==> src/rtl/udp_tx_arbiter.sv <==
// udp_tx_arbiter: two-channel AXI-Stream arbiter in front of a UDP transmit layer.
// Build option: define UDP_ARB_FIXED_PRIO_EN for fixed ch0-over-ch1 priority (default round-robin).
module udp_tx_arbiter #(
    parameter logic [15:0] P_CH0_SRC_PORT = 16'h0808,
    parameter logic [15:0] P_CH0_DST_PORT = 16'h0808,
    parameter logic [15:0] P_CH1_SRC_PORT = 16'h0809,
    parameter logic [15:0] P_CH1_DST_PORT = 16'h0809,
    parameter int unsigned P_GAP_CYCLES   = 4
) (
    input  logic        i_clk,
    input  logic        i_rst,

    input  logic [63:0] s_axis_ch0_data,
    input  logic [31:0] s_axis_ch0_user,
    input  logic [7:0]  s_axis_ch0_keep,
    input  logic        s_axis_ch0_last,
    input  logic        s_axis_ch0_valid,
    output logic        s_axis_ch0_ready,

    input  logic [63:0] s_axis_ch1_data,
    input  logic [31:0] s_axis_ch1_user,
    input  logic [7:0]  s_axis_ch1_keep,
    input  logic        s_axis_ch1_last,
    input  logic        s_axis_ch1_valid,
    output logic        s_axis_ch1_ready,

    output logic [63:0] m_axis_user_data,
    output logic [31:0] m_axis_user_user,
    output logic [7:0]  m_axis_user_keep,
    output logic        m_axis_user_last,
    output logic        m_axis_user_valid,
    input  logic        m_axis_user_ready,

    output logic [15:0] o_dymanic_src_port,
    output logic        o_dymanic_src_valid,
    output logic [15:0] o_dymanic_dst_port,
    output logic        o_dymanic_dst_valid,
    output logic [1:0]  o_grant
);

    typedef enum logic [2:0] {
        S_IDLE,
        S_CFG,
        S_WAIT_RDY,
        S_XFER,
        S_GAP
    } state_t;

    localparam logic [3:0] GAP_LAST = 4'(P_GAP_CYCLES - 1);

    state_t      state_q, state_d;
    logic [1:0]  grant_q, grant_d;
    logic [3:0]  gap_cnt_q, gap_cnt_d;
    logic [15:0] src_port_q, src_port_d;
    logic [15:0] dst_port_q, dst_port_d;
    logic        win_ch1;
    logic        sel_valid;
    logic        sel_last;
    logic        pkt_end;
`ifndef UDP_ARB_FIXED_PRIO_EN
    logic        last_ch1_q, last_ch1_d;
`endif

`ifdef UDP_ARB_FIXED_PRIO_EN
    always_comb begin
        win_ch1 = s_axis_ch1_valid & ~s_axis_ch0_valid;
    end
`else
    // On contention the channel that was not served last takes the grant.
    always_comb begin
        win_ch1 = s_axis_ch1_valid & (~s_axis_ch0_valid | ~last_ch1_q);
    end
`endif

    always_comb begin
        sel_valid = grant_q[1] ? s_axis_ch1_valid : s_axis_ch0_valid;
        sel_last  = grant_q[1] ? s_axis_ch1_last  : s_axis_ch0_last;
        pkt_end   = (state_q == S_XFER) & sel_valid & sel_last & m_axis_user_ready;
    end

    always_ff @(posedge i_clk or posedge i_rst) begin
        if (i_rst) begin
            state_q    <= S_IDLE;
            grant_q    <= '0;
            gap_cnt_q  <= '0;
            src_port_q <= P_CH0_SRC_PORT;
            dst_port_q <= P_CH0_DST_PORT;
`ifndef UDP_ARB_FIXED_PRIO_EN
            last_ch1_q <= 1'b1;
`endif
        end else begin
            state_q    <= state_d;
            grant_q    <= grant_d;
            gap_cnt_q  <= gap_cnt_d;
            src_port_q <= src_port_d;
            dst_port_q <= dst_port_d;
`ifndef UDP_ARB_FIXED_PRIO_EN
            last_ch1_q <= last_ch1_d;
`endif
        end
    end

    always_comb begin
        state_d    = state_q;
        grant_d    = grant_q;
        gap_cnt_d  = gap_cnt_q;
        src_port_d = src_port_q;
        dst_port_d = dst_port_q;
`ifndef UDP_ARB_FIXED_PRIO_EN
        last_ch1_d = last_ch1_q;
`endif
        case (state_q)
            S_IDLE: begin
                if (s_axis_ch0_valid | s_axis_ch1_valid) begin
                    state_d    = S_CFG;
                    grant_d    = win_ch1 ? 2'b10 : 2'b01;
                    src_port_d = win_ch1 ? P_CH1_SRC_PORT : P_CH0_SRC_PORT;
                    dst_port_d = win_ch1 ? P_CH1_DST_PORT : P_CH0_DST_PORT;
`ifndef UDP_ARB_FIXED_PRIO_EN
                    last_ch1_d = win_ch1;
`endif
                end
            end
            S_CFG: begin
                state_d = S_WAIT_RDY;
            end
            S_WAIT_RDY: begin
                if (m_axis_user_ready) begin
                    state_d = S_XFER;
                end
            end
            S_XFER: begin
                if (pkt_end) begin
                    state_d   = S_GAP;
                    gap_cnt_d = '0;
                end
            end
            S_GAP: begin
                if (gap_cnt_q == GAP_LAST) begin
                    state_d = S_IDLE;
                    grant_d = '0;
                end else begin
                    gap_cnt_d = gap_cnt_q + 4'd1;
                end
            end
            default: begin
                state_d = S_IDLE;
                grant_d = '0;
            end
        endcase
    end

    // Zero-latency pass-through of the granted channel, only while in XFER.
    always_comb begin
        m_axis_user_data  = '0;
        m_axis_user_user  = '0;
        m_axis_user_keep  = '0;
        m_axis_user_last  = 1'b0;
        m_axis_user_valid = 1'b0;
        s_axis_ch0_ready  = 1'b0;
        s_axis_ch1_ready  = 1'b0;
        if (state_q == S_XFER) begin
            if (grant_q[1]) begin
                m_axis_user_data  = s_axis_ch1_data;
                m_axis_user_user  = s_axis_ch1_user;
                m_axis_user_keep  = s_axis_ch1_keep;
                m_axis_user_last  = s_axis_ch1_last;
                m_axis_user_valid = s_axis_ch1_valid;
                s_axis_ch1_ready  = m_axis_user_ready;
            end else begin
                m_axis_user_data  = s_axis_ch0_data;
                m_axis_user_user  = s_axis_ch0_user;
                m_axis_user_keep  = s_axis_ch0_keep;
                m_axis_user_last  = s_axis_ch0_last;
                m_axis_user_valid = s_axis_ch0_valid;
                s_axis_ch0_ready  = m_axis_user_ready;
            end
        end
    end

    always_comb begin
        o_dymanic_src_valid = (state_q == S_CFG);
        o_dymanic_dst_valid = (state_q == S_CFG);
        o_dymanic_src_port  = src_port_q;
        o_dymanic_dst_port  = dst_port_q;
        o_grant             = grant_q;
    end

endmodule

==> config.mk <==
export PLATFORM = sky130hd
export DESIGN_NAME = udp_tx_arbiter
export DESIGN_NICKNAME = d
export VERILOG_FILES = /design/src/rtl/udp_tx_arbiter.sv
export SDC_FILE = /design/constraint.sdc
export NUM_CORES = 1
export LEC_CHECK = 0
export ABC_AREA = 1
export CAP_MARGIN = 0
export CORE_AREA = 2 2 139 141
export DETAILED_ROUTE_END_ITERATION = 10
export DIE_AREA = 0 0 141 143
export HOLD_SLACK_MARGIN = 0.06
export MAX_ROUTING_LAYER = met4
export PLACE_DENSITY_LB_ADDON = 0.1
export SLEW_MARGIN = 10
export SYNTH_ARGS = -nofsm -noshare
export SYNTH_HDL_FRONTEND = slang
export SYNTH_SLANG_ARGS = --single-unit
==> constraint.sdc <==
create_clock -name i_clk -period 1.9 [get_ports i_clk]
set_input_delay 0.38 -clock i_clk [delete_from_list [all_inputs] [get_ports i_clk]]
set_output_delay 0.38 -clock i_clk [all_outputs]
set_load 0.03 [all_outputs]
* Word level (Yosys, flattened, before mapping) *
Index checks and enable logic that the tools add are counted.

word-level totals
  register bits after elaboration = 26
  input port bits = 215
  output and inout bits = 144
  logic and storage cells = 59

operators by class
  $add $sub $neg = 1
  equal/unequal tests = 10
  mux-type cells = 27
  bitwise logic cells = 9
  reduce and logical (&&, ||, !) cells = 7

operator list
  cell                                                                    number
  64-bit two-way mux                                                      2
  32-bit two-way mux                                                      2
  8-bit two-way mux                                                       2
  3-bit one-hot mux with 5 select lines                                   1
  3-bit two-way mux                                                       4
  2-bit != test (second input constant)                                   5
  1-bit two-way mux                                                       9
  4-bit two-way mux                                                       2
  4-bit one-hot mux with 2 select lines                                   1
  3-bit by 2-bit equality test with 1-bit output (second input constant)  2
  2-bit two-way mux                                                       3
  2-bit one-hot mux with 3 select lines                                   1
  3-bit AND reduction                                                     2
  4-bit by 1-bit adder with 4-bit output (second input constant)          1
  1-bit AND                                                               4
  4-bit by 2-bit equality test with 1-bit output (second input constant)  1
  4-bit AND reduction                                                     1
  3-bit by 1-bit equality test with 1-bit output (second input constant)  1
  3-bit equality test (second input constant)                             1
  3-bit zero test                                                         1
  1-bit inverter                                                          3
  3-bit OR reduction                                                      1
  1-bit OR                                                                2
  2-bit AND reduction                                                     1
  2-bit nonzero test                                                      1

* Logic depth before layout (Yosys ltp) *
Gate-level depths: netlist (run 1).

  depth in word-level cells = 6
  gate-level depth with buffers = 8
  gate-level depth less buffers = 8

* Worst setup path before layout (run 1) *
OpenSTA, ideal clock, no wires.

  path kind = reg2out
  start = register grant_q[1], in the netlist o_grant[1]
  end = output s_axis_ch1_ready
  data arrival time = 1.671 ns
  required time = 1.520 ns
  path slack = -0.151 ns
  cell stages (with the launch flop) = 4
  buffers on the path = 1
  cell sequence = dfrtp_1 clkinv_1 clkbuf_1 nor3_1

on the way
  cells in the longest elaborated chain, start to end = 2

RTL lines
  element                 RTL line  text
  from (decl)             52        logic [1:0] grant_q, grant_d;
  from (signal assigned)  93        grant_q <= grant_d;
  1-bit two-way mux       163       if (grant_q[1]) begin
  1-bit two-way mux       162       if (state_q == S_XFER) begin
  to (decl)               25        output logic s_axis_ch1_ready,

No other way between the ends.

* Worst setup path after layout (run 1) *
  start = register grant_q[1], in the netlist o_grant[1]
  end = output m_axis_user_valid

on the way
  cells in the longest elaborated chain, start to end = 2

RTL lines
  element            RTL line  text
  1-bit two-way mux  163
  1-bit two-way mux  162
  to (decl)          31        output logic m_axis_user_valid,

No other way between the ends.

==> flow_metrics.tcl, run 1 <==
set metrics [dict create \
    seqPwrFrac_pct 5.0 \
    ys_types 23 \
    r2r_setup_slack_ns 0.23 \
    fin_crit_sh_pct 101 \
    design_area_um2 7840 \
    critPathRequiredTime_ns 1.52 \
    status "finished, violations left" \
    crit_arrival_ns 1.55 \
    drc 0 \
    p_comb_share_pct 90.5 \
    p_leak_uw 0.00448 \
    grt_overflow_total 0 \
    cts_buffer_depth 2 \
    io_pins 359 \
    area_growth_pct 158 \
    clock_skew_ns 0.000818 \
    layout_commonest_cell "nand2_1" \
    clkPwrFrac_pct 4.5 \
    wl_per_cell_um 15.0 \
    dp_hpwl_um 12300 \
    grt_pass1_wl_um 25000 \
    clkSlewWorstSetupHoldPaths_ns 0.04 \
    cp-startpoint "o_grant[1]" \
    firstDrtPassIters 5 \
    hold_viol_final 0 \
    yosys_warnings 0 \
    r2r_end "gap_cnt_q[0]" \
    core_area_um2 18600 \
    dieArea_um2 20200 \
    violations "negative setup slack" \
    finalMaxSlewViolations 0 \
    peakVddDrop_uv 776 \
    ys_seq_area_share_pct 9.09 \
    switchingPower_uw 4560 \
    end_kind "primary output" \
    drt-initial-drc-count 93 \
    row_count 50 \
    hold_path.class "input port to async pin" \
    final_cell_mix "nand2_1, clkdlybuf4s50_1, buf_6, inv_2, inv_1" \
    power.density_nw_per_um2 1120 \
    grt_pass1_vias 4395 \
    ys_ff_latch 11 \
    setup-tns-final_ns -0.297 \
    clk_latency_ns 0.24 \
    rsz0062_at_grt "true" \
    grt_util_all_layers_pct 16.3 \
    start_kind "register" \
    maxCapViolations 0 \
    path_class "register to primary output" \
    cp-endpoint "m_axis_user_valid" \
    finalWeightedCongestion 0.799 \
    initial_core_util_pct 16.4 \
    cts_tree "built" \
    cts_hold_buf 0 \
    syn-instance-count 682 \
    antenna_found_initial 1 \
    clock_sinks 11 \
    netlist_area_um2 3040 \
    crit_fanout 10 \
    tritoncts.num_buffers 3 \
    fin_crit_ns 1.93 \
    drt-total-wl_um 18800 \
    htreeDepth 1 \
    setup_violations 18 \
    grt_max_degree 52 \
    fp.dieH_um 143 \
    setup_ws_ns -0.0280 \
    drive_above_1_share_pct 27.8 \
    vias_per_cell 3.87 \
    numPortBuffers 328 \
    die_w_um 141 \
    dpl_cell_area_um2 6550 \
    timing.fmax_mhz 519 \
    avgSynthCellArea_um2 4.46 \
    cts_root_buf "clkbuf_16" \
    internal_power_uw 4240 \
    switching_share_pct 51.8 \
    drtAntennaViolNets 0 \
    r2r_cells 8 \
    reg2reg_from "o_grant[1]" \
    vias 4854 \
    layout.nets 1237 \
]
## critical path: stages, from the launching register on
cell and delay [ns]:
dfrtp_4 0.54, buf_6 0.17, clkbuf_16 0.17, o21ai_4 0.13, inv_1 0.06, nor2_2 0.09
buf_6 0.14
## layout make-up
cell class | count | area (um2)
Fill cell | 2020 | 10700
Clock buffer | 4 | 78.8
Antenna cell | 1 | 2.50
Inverter | 120 | 473
Sequential cell | 11 | 280
Timing Repair Buffer | 372 | 4480
Tap cell | 234 | 293
Multi-Input combinational cell | 513 | 2230
## power groups by stage
stage | logic (uW) | clock network (uW) | registers (uW)
after floorplan | 3390 | 0 | 453
after global placement | 5860 | 0 | 434
after detailed placement | 5830 | 0 | 431
after CTS | 7210 | 391 | 429
after global routing | 8560 | 409 | 457
final | 7960 | 392 | 444
## cells by family (layout without fill, tap and decap cells)
kind of cell,count (synthesis),after routing,share of synthesized area [%]
and+or+nand+nor,471,471,59.3
buffers and inverters,186,496,29.1
AOI/OAI and AO/OA,11,11,1.89
DFF,11,11,9.09
other,2,31,0.247
adders and majority gates,1,1,0.411
## worst min path at each step
| stage | startpoint | endpoint |
|---|---|---|
| floorplan | i_rst | gap_cnt_q[0] |
| global placement | gap_cnt_q[3] | gap_cnt_q[3] |
| detailed placement | last_ch1_q | last_ch1_q |
| CTS | i_rst | o_grant[0] |
| global route | i_rst | gap_cnt_q[0] |
| finish | i_rst | o_grant[0] |
## per-stage QoR
stage	cells	utilization, %	setup slack [ns]	total power [uW]	hold WS [ns]
5_1_grt	1255	42.2	-0.102	9430	0.491
6_report	1255	42.2	-0.0280	8800	0.446
2_1_floorplan	710	-	0.0883	3840	0.232
3_3_place_gp	1217	35.2	0.118	6290	0.464
4_1_cts	1242	39.8	-0.0465	8030	0.467
3_5_place_dp	1217	35.2	0.110	6260	0.466
## sequential cells by signal, summed over array words and instances (netlist names)
register and count:
last_ch1_q 1, state_q 3, o_dymanic_dst_port 1, gap_cnt_q 4
o_grant 2
## layer usage
| layer | routed length [um] | track usage (%) |
|---|---|---|
| met1 | 8090 | 20.1 |
| met2 | 9480 | 29.0 |
| met3 | 1020 | 2.18 |
| met4 | 189 | 2.21 |
| met5 | 0 | - |
## synthesized netlist by cell type (all sizes together)
cell type	number	area (um2)
a21o	1	7.51
a21oi	2	10.0
buf	60	412
clkbuf	6	22.5
clkinv	1	3.75
conb	2	7.51
dfrtp	10	250
dfstp	1	26.3
ha	1	12.5
inv	119	447
nand2	445	1680
nand3	11	55.1
nand4	1	6.26
nor2	11	48.8
nor3	2	10.0
o21ai	8	40.0
or2	1	6.26
## what timing repair did
| item | in CTS | in global routing |
|---|---|---|
| buffers inserted | 12 | 4 |
| setup endpoints to repair | 108 | 108 |
| gates resized for setup | 125 | 123 |
| gates cloned | 9 | 13 |
| pin swaps | 2 | 2 |
(Power assumes the default switching activity.)
==> inputs of run 2 (changes only) <==
Clock period 1.9 ns to 2.35 ns, I/O delays scaled along.
==> flow_metrics.tcl, run 2 (same netlist as run 1, synthesis figures left out) <==
set metrics [dict create \
    status "completed" \
    dpl_worst_slack_ns 0.0307 \
    die_w_um 141 \
    clock_skew_ns 0.00238 \
    diodes 0 \
    grt_util_all_layers_pct 13.9 \
    setup_violations 0 \
    grt_max_degree 73 \
    drc 0 \
    cts_root_buf "clkbuf_16" \
    drt-total-wl_um 15000 \
    critPathMaxStageDelay_ns 0.49 \
    layout.cells.non_filler 1225 \
    crit_family "buffers and inverters" \
    fillers 2078 \
    crit_arrival_ns 1.76 \
    hold_viol_final 0 \
    rsz0062_at_grt "false" \
    grt_pass1_wl_um 22000 \
    hold_path_depth 2 \
    finalMaxSlewViolations 0 \
    final_cell_mix "nand2_1, clkdlybuf4s50_1, inv_1, buf_4, buf_12" \
    setup-tns-final_ns 0 \
    crit_fanout 46 \
    worst-path-stages 7 \
    initial_core_util_pct 16.4 \
    firstDrtPassIters 4 \
    maxCapViolations 0 \
    power.density_nw_per_um2 787 \
    p_leak_uw 0.00418 \
    multiInputGateArea_um2 1980 \
    dieArea_um2 20200 \
    finalWeightedCongestion 0.759 \
    grt_overflow_total 0 \
    path_buf_inv 4 \
    largest-register "gap_cnt_q" \
    timing.fmax_mhz 448 \
    critPathRequiredTime_ns 1.88 \
    design_area_um2 6700 \
    clkSlewWorstSetupHoldPaths_ns 0.04 \
    layout_commonest_cell "nand2_1" \
    dp_hpwl_um 12300 \
    tritoncts.num_buffers 3 \
    vias_per_cell 3.73 \
    numPortBuffers 328 \
    fp.dieH_um 143 \
    area_growth_pct 120 \
    cts_hold_buf 0 \
    row_count 50 \
    cts_tree "built" \
    largest_register_ffs 4 \
    r2r_cells 7 \
    cpMostUsedCell "nand2_1" \
    cp_slowest_cell "dfrtp_4" \
    peakVddDrop_uv 485 \
    grt_pass1_vias 4157 \
    dpl_cell_area_um2 6650 \
    vias 4574 \
    clk_latency_ns 0.24 \
    regArea_um2 280 \
    wl_per_cell_um 12.2 \
    core_area_um2 18600 \
    hold_path.class "register to register" \
    drtAntennaViolNets 0 \
    post-cts-setup-buffer-count 0 \
    layout.nets 1208 \
    antenna_found_initial 0 \
    dp.cells 1221 \
    fin_crit_ns 2.23 \
    io_pins 359 \
    drive_above_1_share_pct 10.5 \
    setup_ws_ns 0.118 \
    end_kind "primary output" \
    cts_buffer_depth 2 \
    start_kind "register" \
    htreeDepth 1 \
    fin_crit_sh_pct 95.0 \
    cp_cell_sequence "clkinv_2, buf_12, nand2_1, nand2_1, nand2_1, inv_1, dlygate4sd2_1" \
    clock_sinks 11 \
    drt-initial-drc-count 105 \
    path_class "register to primary output" \
]
## run 2: cell types whose count changed in the layout (fill, tap and decap cells not counted), sizes merged
cell	before	now
dlygate4sd2	0	31
buf	147	92
clkdlybuf4s50	217	220
clkbuf	12	4
diode	1	0
## run 2: path summary, 6_finish.rpt
check | start | slack [ns] | end
max in group asynchronous | i_rst | 1.46 | o_grant[1]
max | o_grant[1] | 0.12 | m_axis_user_data[2]
min in group asynchronous | i_rst | 0.54 | state_q[1]
min | gap_cnt_q[3] | 0.47 | gap_cnt_q[3]
min reg2reg | gap_cnt_q[3] | 0.47 | gap_cnt_q[3]
max reg2reg | o_grant[1] | 0.64 | gap_cnt_q[3]
## run 2: routing by layer
layer	up-vias	GRT usage (%)	wire length [um]
li1	2481	-	-
met1	1870	16.0	6010
met2	210	26.1	7800
met3	13	2.28	1020
met4	0	1.74	148
met5	-	-	0
## run 2: metrics by stage
stage / hold slack [ns] / power (uW) / util [%]
floorplan: 0.322 / 3100 / -
global placement: 0.457 / 5130 / 35.8
detailed placement: 0.464 / 5110 / 35.8
CTS: 0.474 / 5360 / 36.0
global route: 0.493 / 5730 / 36.1
finish: 0.469 / 5270 / 36.1
## run 2: area by class of cell
type	count	area share [%]
repair buffers	343	53.9
multi-input cells	513	29.6
inverters	120	6.74
flip-flops and latches	11	4.18
well taps	234	4.37
clock buffers	4	1.18
## run 2: worst register-to-register path, stage by stage, from the launching register on
cell and delay (ns):
dfrtp_4 0.49, buf_12 0.23, o21ai_0 0.34, nand3_1 0.17, nand2_2 0.16, nand2_2 0.10
nand2_1 0.07, nand2_1 0.04
## run 2: repair_timing
item / CTS / global route
resized for setup: 32 / 2
setup endpoints to repair: 50 / 29
cloned: 0 / 0
hold endpoints to repair: 0 / 0
## run 2: power breakdown
part,leakage (uW),internal (uW),switching [uW],total [uW]
sequential,0.000140,275,65.1,341
combinational,0.00400,1830,2790,4620
clock,0.0000382,228,84.7,313
total,0.00418,2330,2940,5270
==> inputs of run 3 (changes only) <==
Settings changed: ABC_AREA 1 to default, CORE_AREA 2 2 139 141 to 2 2 137 139, DIE_AREA 0 0 141 143 to 0 0 139 141.
==> flow_metrics.tcl, run 3 <==
set metrics [dict create \
    ys_types 30 \
    ys_seq_area_share_pct 11.4 \
    seqPwrFrac_pct 5.3 \
    largest-register "gap_cnt_q" \
    grt_pass1_wl_um 21000 \
    layout.cells.non_filler 885 \
    fp.dieH_um 141 \
    firstDrtPassIters 4 \
    die_w_um 139 \
    fin_crit_sh_pct 96.5 \
    drtAntennaViolNets 0 \
    row_count 50 \
    dp_hpwl_um 12700 \
    core_area_um2 18300 \
    multiInputGateArea_um2 1880 \
    drc 0 \
    switching_share_pct 56.9 \
    grt_max_degree 72 \
    cts_buffer_depth 2 \
    fin_crit_ns 2.27 \
    htreeDepth 1 \
    initial_core_util_pct 13.3 \
    p_leak_uw 0.00249 \
    hold_viol_final 0 \
    avgSynthCellArea_um2 7.35 \
    relSlewSlack_pct 54.1 \
    clkPwrFrac_pct 4.5 \
    synth_top_area_share_pct 44.0 \
    wl_per_cell_um 16.7 \
    drt-total-wl_um 14800 \
    vias_per_cell 3.89 \
    area_growth_pct 139 \
    layout.nets 867 \
    end_kind "primary output" \
    crit_fanout 3 \
    grt_util_all_layers_pct 14.1 \
    io_pins 359 \
    p_comb_share_pct 90.1 \
    dp.cells 880 \
    clock_skew_ns 0.00545 \
    syn-instance-count 331 \
    start_kind "input port" \
    crit_arrival_ns 1.80 \
    finalWeightedCongestion 0.843 \
    yosysMostFrequentCell "nor2_1" \
    cts_root_buf "clkbuf_16" \
    setup-tns-final_ns 0 \
    finalMaxSlewViolations 0 \
    final_cell_mix "clkdlybuf4s50_1, buf_4, nor2_1, mux2i_1, conb_1" \
    clkSlewWorstSetupHoldPaths_ns 0.04 \
    maxCapViolations 0 \
    status "completed" \
    peakVddDrop_uv 598 \
    rsz0062_at_grt "false" \
    yosysTopAreaCell "mux2i_1" \
    cts_hold_buf 0 \
    netlist_area_um2 2430 \
    regArea_um2 280 \
    numPortBuffers 328 \
    drt-initial-drc-count 66 \
    synthArstFlopShare_pct 100 \
    synth_area_leaders "mux2i_1, nor2_1, buf_4" \
    switchingPower_uw 3950 \
    critPathRequiredTime_ns 1.88 \
    internal_power_uw 2990 \
    antenna_found_initial 1 \
    ys_top_cells_by_count "nor2_1, mux2i_1, buf_4" \
    power.density_nw_per_um2 1190 \
    synth_edf_count 0 \
    clock_sinks 11 \
    setup_violations 0 \
    largest_register_ffs 4 \
    timing.fmax_mhz 441 \
    drive_above_1_share_pct 20.6 \
    ys_ff_latch 11 \
    vias 3441 \
    clk_latency_ns 0.24 \
    yosys_warnings 0 \
    cts_tree "built" \
    dieArea_um2 19600 \
    path_class "input port to primary output" \
    tritoncts.num_buffers 3 \
    hold_path.class "register to register" \
    synthFlopType "dfrtp_1" \
    grt_overflow_total 0 \
    layout_commonest_cell "clkdlybuf4s50_1" \
    finalPower_uw 6930 \
    worst_pin_slew_ns 0.683 \
    fillers 1960 \
    grt_pass1_vias 3296 \
]
==> run 3: cell count changes in the layout (fill, tap and decap cells not counted), sizes merged, moves of 4 or more <==
cell and delta:
buf +33, dlygate4sd2 -30, inv -118, mux2i +107
nand2 -437, nand3 -9, nor2 +98, nor3b +4
o21ai -4
==> run 3: cell families after synthesis <==
family,share of synthesized area [%]
AND/OR/NAND/NOR,23.6
other,0.309
buffers and inverters,15.7
multiplexers,44.0
flip-flops,11.4
adder cells (fa/ha/maj),0.514
AO/OA/AOI/OAI,4.53
==> run 3: timing repair <==
item | CTS | global route
setup buffers | 0 | 0
gates resized for setup | 1 | 1
pin swaps | 0 | 0
endpoints found under the setup margin | 1 | 1
==> run 3: worst paths after layout <==
kind / end / cells past startpoint / slack, ns / start
hold / removal: gap_cnt_q[0] / 1 / 0.51 / gap_cnt_q[0]
max in group asynchronous: o_grant[1] / 2 / 1.49 / i_rst
setup reg to reg: gap_cnt_q[3] / 6 / 0.41 / o_grant[1]
hold reg to reg: gap_cnt_q[0] / 1 / 0.51 / gap_cnt_q[0]
setup / recovery: s_axis_ch1_ready / 3 / 0.08 / m_axis_user_ready
min in group asynchronous: o_grant[0] / 2 / 0.53 / i_rst
==> run 3: through the flow <==
stage | hold slack [ns] | worst slack [ns] | area [um2] | utilization [%]
after floorplan | 0.322 | 0.260 | 2540 | -
after global placement | 0.505 | 0.0714 | 5730 | 31.4
after detailed placement | 0.502 | 0.0916 | 5730 | 31.4
after CTS | 0.515 | 0.0806 | 5810 | 31.8
after global routing | 0.557 | 0.0133 | 5820 | 31.8
final | 0.510 | 0.0831 | 5820 | 31.8
==> run 3: power groups by stage <==
stage,sequential (uW),combinational [uW],clock [uW]
after global placement,365,6350,0
final,368,6250,315
after CTS,368,6340,319
after floorplan,355,3810,0
after detailed placement,370,6330,0
after global routing,381,6590,329
==> run 3: layout make-up <==
| cell class | count | share of cell area (%) |
|---|---|---|
| Antenna cell | 1 | 0.0430 |
| Clock buffer | 4 | 1.36 |
| Inverter | 1 | 0.0645 |
| Multi-Input combinational cell | 288 | 32.3 |
| Sequential cell | 11 | 4.82 |
| Tap cell | 234 | 5.03 |
| Timing Repair Buffer | 346 | 56.3 |
==> run 3: worst max-delay path, stage by stage <==
cell and delay, ns:
clkdlybuf4s50_1 0.50, and3_1 0.16, clkdlybuf4s50_1 0.66
==> run 3: routing by layer <==
layer / routed length (um) / vias to the layer above / GRT usage (%)
met1: 5470 / 1565 / 15.3
met3: 927 / 28 / 2.62
met2: 7890 / 145 / 25.6
met4: 512 / 0 / 5.58
li1: - / 1703 / -
met5: 0 / - / -
